File: src/rtl/latency_fifo_pkg.sv
// latency_fifo_pkg
// Shared defaults and the per-cycle operation encoding used by latency_fifo.
// The default COUNT_WIDTH matches the upstream free-running timer whose
// count_out drives cur_time.
package latency_fifo_pkg;

    localparam int unsigned LF_DATA_WIDTH_DEF  = 64;
    localparam int unsigned LF_DEPTH_BASE2_DEF = 4;
    localparam int unsigned LF_COUNT_WIDTH_DEF = 32;

    // What the FIFO does on a given edge: {pop, push}
    typedef enum logic [1:0] {
        OP_IDLE = 2'b00,
        OP_PUSH = 2'b01,
        OP_POP  = 2'b10,
        OP_BOTH = 2'b11
    } fifo_op_e;

endpackage

File: src/rtl/latency_fifo_mem.sv
// latency_fifo_mem
// Simple dual-port storage for the latency FIFO: registered write,
// asynchronous read. Each word holds {stamp, data}. Contents are not reset.
// Ports:
//   clk      - clock
//   wr_en    - write strobe (already qualified by the controller)
//   wr_addr  - write address
//   wr_data  - word to store
//   rd_addr  - read address (head pointer)
//   rd_data  - word at rd_addr, combinational
module latency_fifo_mem #(
    parameter int WIDTH      = 96,
    parameter int ADDR_WIDTH = 4
) (
    input  logic                  clk,
    input  logic                  wr_en,
    input  logic [ADDR_WIDTH-1:0] wr_addr,
    input  logic [WIDTH-1:0]      wr_data,
    input  logic [ADDR_WIDTH-1:0] rd_addr,
    output logic [WIDTH-1:0]      rd_data
);

    localparam int DEPTH = 1 << ADDR_WIDTH;

    logic [WIDTH-1:0] mem_r [DEPTH];

    // Storage write port; no reset so the array maps onto plain RAM
    always_ff @(posedge clk) begin
        if (wr_en) begin
            mem_r[wr_addr] <= wr_data;
        end
    end

    assign rd_data = mem_r[rd_addr];

endmodule

File: src/rtl/latency_fifo.sv
// latency_fifo
// First-word-fall-through FIFO whose head is only presented once it has been
// resident for at least `delay` time units of cur_time. Each entry is stamped
// with cur_time when written; age is the modular difference to the current
// time, so counter wrap-around is harmless. Only the head is ever examined,
// so entries always leave in write order.
// Ports:
//   clk, rst  - clock, synchronous active-high reset
//   cur_time  - current time from the upstream free-running counter
//   delay     - minimum residency, applied to the head immediately
//   wr_en/din - write request and payload (dropped when full)
//   rd_en     - pop request, honoured only while valid=1
//   dout      - head payload (don't-care while empty)
//   valid     - head present and its delay expired
//   empty/full/count - registered occupancy
//   overflow  - sticky: some write was dropped
module latency_fifo
    import latency_fifo_pkg::*;
#(
    parameter int DATA_WIDTH  = LF_DATA_WIDTH_DEF,
    parameter int DEPTH_BASE2 = LF_DEPTH_BASE2_DEF,
    parameter int COUNT_WIDTH = LF_COUNT_WIDTH_DEF
) (
    input  logic                   clk,
    input  logic                   rst,
    input  logic [COUNT_WIDTH-1:0] cur_time,
    input  logic [COUNT_WIDTH-1:0] delay,
    input  logic                   wr_en,
    input  logic [DATA_WIDTH-1:0]  din,
    input  logic                   rd_en,
    output logic [DATA_WIDTH-1:0]  dout,
    output logic                   valid,
    output logic                   empty,
    output logic                   full,
    output logic [DEPTH_BASE2:0]   count,
    output logic                   overflow
);

    localparam int WORD_WIDTH = COUNT_WIDTH + DATA_WIDTH;
    localparam logic [DEPTH_BASE2:0]   CNT_ZERO = (DEPTH_BASE2+1)'(0);
    localparam logic [DEPTH_BASE2:0]   CNT_ONE  = (DEPTH_BASE2+1)'(1);
    localparam logic [DEPTH_BASE2:0]   CNT_FULL = (DEPTH_BASE2+1)'(1 << DEPTH_BASE2);
    localparam logic [DEPTH_BASE2-1:0] PTR_ONE  = DEPTH_BASE2'(1);

    logic [DEPTH_BASE2-1:0] wr_ptr_r;
    logic [DEPTH_BASE2-1:0] rd_ptr_r;
    logic [DEPTH_BASE2:0]   count_r;
    logic                   empty_r;
    logic                   full_r;
    logic                   overflow_r;

    logic [WORD_WIDTH-1:0]  head_s;
    logic [COUNT_WIDTH-1:0] head_stamp_s;
    logic [COUNT_WIDTH-1:0] age_s;
    logic                   valid_s;
    logic                   push_s;
    logic                   pop_s;
    logic                   drop_s;
    logic                   mem_we_s;
    logic [DEPTH_BASE2:0]   count_nxt_s;
    fifo_op_e               op_s;

    latency_fifo_mem #(
        .WIDTH      (WORD_WIDTH),
        .ADDR_WIDTH (DEPTH_BASE2)
    ) u_mem (
        .clk     (clk),
        .wr_en   (mem_we_s),
        .wr_addr (wr_ptr_r),
        .wr_data ({cur_time, din}),
        .rd_addr (rd_ptr_r),
        .rd_data (head_s)
    );

    // Head qualification, push/pop decode and next occupancy
    always_comb begin
        head_stamp_s = head_s[WORD_WIDTH-1:DATA_WIDTH];
        // Unsigned subtraction wraps modulo 2^COUNT_WIDTH, covering cur_time roll-over
        age_s        = cur_time - head_stamp_s;
        valid_s      = !empty_r && (age_s >= delay);
        // A full FIFO drops the write even if a pop frees a slot this cycle
        push_s       = wr_en && !full_r;
        drop_s       = wr_en && full_r;
        pop_s        = rd_en && valid_s;
        mem_we_s     = push_s && !rst;
        op_s         = fifo_op_e'({pop_s, push_s});
        case (op_s)
            OP_PUSH: count_nxt_s = count_r + CNT_ONE;
            OP_POP:  count_nxt_s = count_r - CNT_ONE;
            OP_BOTH: count_nxt_s = count_r;
            OP_IDLE: count_nxt_s = count_r;
            default: count_nxt_s = count_r;
        endcase
    end

    // Pointers, occupancy flags and sticky overflow
    always_ff @(posedge clk) begin
        if (rst) begin
            wr_ptr_r   <= '0;
            rd_ptr_r   <= '0;
            count_r    <= CNT_ZERO;
            empty_r    <= 1'b1;
            full_r     <= 1'b0;
            overflow_r <= 1'b0;
        end else begin
            if (push_s) begin
                wr_ptr_r <= wr_ptr_r + PTR_ONE;
            end else begin
                wr_ptr_r <= wr_ptr_r;
            end
            if (pop_s) begin
                rd_ptr_r <= rd_ptr_r + PTR_ONE;
            end else begin
                rd_ptr_r <= rd_ptr_r;
            end
            count_r <= count_nxt_s;
            empty_r <= (count_nxt_s == CNT_ZERO);
            full_r  <= (count_nxt_s == CNT_FULL);
            if (drop_s) begin
                overflow_r <= 1'b1;
            end else begin
                overflow_r <= overflow_r;
            end
        end
    end

    assign dout     = head_s[DATA_WIDTH-1:0];
    assign valid    = valid_s;
    assign empty    = empty_r;
    assign full     = full_r;
    assign count    = count_r;
    assign overflow = overflow_r;

endmodule

File: config.mk
export PLATFORM = sky130hd
export DESIGN_NAME = latency_fifo
export DESIGN_NICKNAME = d
export VERILOG_FILES = /design/src/rtl/latency_fifo_pkg.sv /design/src/rtl/latency_fifo_mem.sv /design/src/rtl/latency_fifo.sv
export SDC_FILE = /design/constraint.sdc
export NUM_CORES = 1
export LEC_CHECK = 0
export CELL_PAD_IN_SITES_DETAIL_PLACEMENT = 1
export CELL_PAD_IN_SITES_GLOBAL_PLACEMENT = 2
export CORE_ASPECT_RATIO = 1.5
export CORE_UTILIZATION = 30
export DETAILED_ROUTE_END_ITERATION = 6
export GPL_TIMING_DRIVEN = 0
export HOLD_SLACK_MARGIN = 0.08
export PLACE_DENSITY = 0.63
export SETUP_SLACK_MARGIN = 0.4
export SLEW_MARGIN = 15
export SYNTH_ARGS = -nofsm -noshare
export SYNTH_HDL_FRONTEND = slang
export SYNTH_SLANG_ARGS = --single-unit
File: constraint.sdc
create_clock -name clk -period 9.4 [get_ports clk]
set_input_delay 0.94 -clock clk [delete_from_list [all_inputs] [get_ports clk]]
set_output_delay 0.94 -clock clk [all_outputs]
set_load 0.02 [all_outputs]
=== After elaboration in Yosys (flattened, before gate mapping) ===
Memories as Yosys holds them, arrays and structs flattened. A register that Yosys moved wholly into a read port is not among the register bits.
Cells that the tools add are included.

* Register bits after elaboration: 16
* Bits in writable memories: 1536
* Output and inout bits: 73
* Word-level logic and storage cells: 33
* Memories kept: 1

{| class="wikitable"
|+ Memories
! name !! words !! bits a word !! rd ports !! clocked after memory_dff !! wr ports !! RTL line !! text
|-
| u_mem.mem_r || 16 || 96 || 1 || 1 || 1 || latency_fifo_mem.sv:25 || <nowiki>logic [WIDTH-1:0] mem_r [DEPTH];</nowiki>
|}

* Add/sub/neg operators: 5
* Order comparisons: 1
* Equality and inequality tests: 4
* Mux-type cells: 5
* Reduce and logical (&&, ||, !) cells: 11

{| class="wikitable"
|+ Operators with widths
! kind !! number
|-
| $ge 32x32->1 || 1
|-
| $sub 32x32->32 || 1
|-
| $pmux 5 s3 || 1
|-
| $add 4x1->4 const B || 2
|-
| $mux 4 || 2
|-
| $add 5x1->5 const B || 1
|-
| $eq 5x5->1 const B || 1
|-
| $logic_and 1x1->1 || 5
|-
| $logic_not 5->1 || 1
|-
| $sub 5x1->5 const B || 1
|-
| $eq 2x2->1 const B || 2
|-
| $logic_not 1->1 || 3
|-
| $eq 2x1->1 const B || 1
|-
| $logic_not 2->1 || 1
|-
| $mux 1 || 2
|-
| $reduce_or 2->1 || 1
|}

=== Longest topological paths before layout ===
* Word-level depth: 8
* Gate-level depth with buffers: 33
* Gate-level depth less buffers: 30

=== By module ===
Synthesis repeated with hierarchy kept, for this count alone.

* Cells, all modules: 2808
* Area, all modules: 60802.1 um^2

{| class="wikitable"
|+ By module, submodules not included
! module !! times used !! cells an instance !! area each (um^2)
|-
| latency_fifo_mem || 1 || 2364 || 57433.8
|-
| latency_fifo || 1 || 444 || 3368.2
|}

=== Worst setup path after synthesis ===
No wires, ideal clock.

* Path type: register to register
* Start: register (tool-made name)
* End: register full_r, in the netlist full
* Setup time: 0.059 ns
* Arrival time: 6.880 ns
* Required time: 9.341 ns
* Slack: 2.461 ns
* Cell stages (with the launch flop): 31
* Buffers on the path: 3
* Clock period less this slack: 6.939 ns
* Path through: dfxtp_1 -> clkbuf_1 -> clkbuf_1 -> buf_2 -> mux4_2 -> mux4_2 -> inv_1 -> ha_1 -> a21o_1 -> a221oi_2 -> o21ai_2 -> o31ai_4 -> o41ai_4 -> a211oi_1 -> or4_1 -> nand4_1 -> ha_1 -> a21o_1 -> a21o_1 -> a21oi_1 -> o21ai_0 -> a211oi_2 -> nor2_1 -> ha_1 -> fa_1 -> a21o_1 -> a21oi_1 -> xor2_1 -> or3_1 -> a21oi_1 -> and2_1

{| class="wikitable"
|+ RTL lines
! what !! RTL line !! text
|-
| end signal, assigned || latency_fifo.sv:118 || <nowiki>full_r <= (count_nxt_s == CNT_FULL);</nowiki>
|-
| end, declared || latency_fifo.sv:49 || <nowiki>logic full_r;</nowiki>
|}

==> reports/qor.txt <==
status -> finished with violations
violated checks -> design-rule violations
Slew HR -> 0.2536
Crit path required time -> 8.46 ns
pin count of the biggest net entering global routing -> 19
first-pass GRT wire length -> 237200 microns
Syn Nets -> 2799
Starting Density -> 0.3018
Seq cells post-synth -> 1556
Non-Filler Instances -> 5851
Vias/cell -> 4.959
MaxCap Viol Count -> 0
CTS root buffer -> clkbuf_16
initial antenna violation count -> 34
HP Class -> register to register
power per cell area -> 203.0 nW/um^2
slowest library cell on the worst path -> clkdlybuf4s50_1
detailed-route via count -> 29014
layout cell share with drive strength beyond 1 -> 0.2840
row cnt -> 202
post-synth cell types -> 53
critical path arrival -> 7.56 ns
H-Tree Depth -> 4
CTS buffer count -> 158
final WL -> 168600 microns
average size of a mapped cell -> 23.49 sq um
final global-route overflow total -> 0
Synth Instances -> 2592
Seq/Total Area, Yosys -> 0.7642
drt pass-1 iters -> 7
DP Area -> 68860 sq um
ys async rst share -> 0
Avg WL per Cell -> 28.81 microns
Syn Std Cell Area -> 60880 sq um
Setup Viol. Count Final -> 0
Max IR drop VDD -> 0.1741 mV
Die ar. -> 204800 sq um
Post-route DRC -> 28
critical path class -> register to output pin
Post-synth EDFFs -> 1536
initial drt markers -> 2410
Synth Flop Type -> edfxtp_1
crit start category -> register
Die Height -> 553.7 microns
fmax -> 117.7 MHz
Bufs and invs on worst path -> 8
Layout area overhead -> 21.49%
crit-path max cell delay -> 0.59 ns
fin area -> 73960 sq um
Port Buf Inserts -> 204
GP Congestion -> 0.6959
Hold Slack -> 0.4763 ns
final setup skew -> 0.03104 ns
Final nets -> 3274
HPWL after detailed placement -> 111400 microns
CORE AREA -> 201700 sq um
most frequent cells in the layout -> edfxtp_1 (1536), mux4_2 (479), clkdlybuf4s50_1 (204)
final hold violation count -> 0
clock latency on the worst-skew pair -> 0.79 ns
clock sinks -> 1556
actual slew at the worst max-slew pin -> 1.120 ns
Max clock buf depth -> 3
clock-pin slew of the registers on the worst-case setup and hold paths -> 0.06 ns
GRT Util Overall -> 0.1646
IO Pins -> 205
Lkg Pwr -> 22.77 nW
Final ANT Viol Nets -> 0
YS warnings -> 0
Slew Viols, Final -> 0
Die X -> 369.8 microns
most common cell after layout, fill and taps aside -> edfxtp_1
Cell Count Post-Placement -> 5555
critical path's top delay family -> buffers and inverters
period utilization -> 0.9039
via count of the first global-routing pass -> 31562
critical path peak fanout -> 10
CTS tree -> built
Worst Setup End Kind -> output pin
RSZ-0062 raised after global routing -> false
fin crit period -> 8.496 ns
state kept, by name (all words and copies together) (netlist names), named ones only:
signal	flops
wr_ptr_r	4
count	5
rd_ptr_r	4
u_mem.mem_r	1536
full	1
overflow	1
empty	1
per-stage QoR:
step	power, mW	util	setup WS, ns	TNS (ns)
final	15.01	0.3667	0.9036	0
after global routing	15.51	0.3667	0.4347	0
after CTS	15.20	0.3661	0.4141	0
after detailed placement	9.191	0.3414	-0.7771	-2.501
after global placement	9.161	0.3284	-4.125	-6020.90
after floorplan	8.622	-	2.461	0
routing by layer:
layer	track usage	part of all wire
met1	0.2046	0.40
met2	0.2896	0.52
met3	0.03244	0.053
met4	0.04430	0.021
met5	0	0.0011
final timing paths:
check,startpoint,endpoint,slack [ns],cells after the start
worst max register to register,register,full$_SDFF_PP0_,0.95,32
worst min-delay path,overflow$_SDFFE_PP0P_,overflow$_SDFFE_PP0P_,0.48,2
worst max-delay path,register,valid,0.90,26
worst min register to register,overflow$_SDFFE_PP0P_,overflow$_SDFFE_PP0P_,0.48,2
area by class of cell:
class                   count  area [sq um]
fillers                 19433        127700
flip-flops and latches   1556         46520
multi-input cells         850         13750
repair buffers            315          4572
clock buffers             199          4150
well taps                2652          3318
clock inverters            88         730.7
plain buffers             113         633.1
inverters                  73         274.0
diodes                      5         12.51
synthesized netlist by cell type, types with 3 or more instances:
cell type,number,area [sq um]
a211oi_1,5,37.54
a21o_1,23,172.7
a21oi_1,46,230.2
a31oi_1,6,37.54
and2_1,3,18.77
and3_1,5,31.28
buf_1,8,30.03
buf_2,46,230.2
clkbuf_1,59,221.5
dfxtp_1,20,400.4
edfxtp_1,1536,46120
ha_1,73,913.4
inv_1,73,274.0
mux2_2,3,33.78
mux2i_1,3,30.03
mux4_2,479,10790
nand2_1,22,82.58
nand2b_1,7,43.79
nand3_1,4,20.02
nand4_1,12,75.07
nor2_1,48,180.2
nor2b_1,7,43.79
nor3_1,4,20.02
o211ai_1,5,37.54
o21a_1,4,30.03
o21ai_0,16,80.08
o21bai_1,4,30.03
or2_2,4,25.02
or3_1,4,25.02
xnor2_1,17,148.9
xor2_1,19,166.4
cells by family (layout without fill, tap and decap cells):
logic type	count (synthesis)	count (layout)	share of synthesized area
buf+inv	186	788	0.01241
compound gates	129	129	0.01433
xor+xnor	36	36	0.005179
simple gates	125	125	0.009927
fa+ha+maj	75	75	0.01566
other cells	0	5	0
flops	1556	1556	0.7642
mux	485	485	0.1783
where the power goes:
group          switching, mW  leakage [nW]  internal (mW)  total (mW)
clock                   2.71          2.36           3.27        5.98
combinational          0.722          6.42          0.611        1.33
sequential            0.0181          14.0           7.68        7.70
worst reg2reg max path, delay by kind of cell (launching register included):
kind                     cells  cell delay (ns)
AO/OA/AOI/OAI               14             3.03
XOR/XNOR                     1             0.09
adder cells (fa/ha/maj)      5             1.70
buffers and inverters        6             1.81
flip-flops                   1             0.31
multiplexers                 1             0.44
AND/OR/NAND/NOR              5             1.03
what timing repair did:
| action | in CTS | in global routing |
|---|---|---|
| setup buffers | 0 | 4 |
| endpoints found under the setup margin | 8 | 4 |
| gates resized for setup | 42 | 34 |
| pin swaps | 0 | 4 |
| cloned | 0 | 0 |
| hold buffers | 0 | 0 |
No activity file was read; power rests on OpenSTA's default activity.
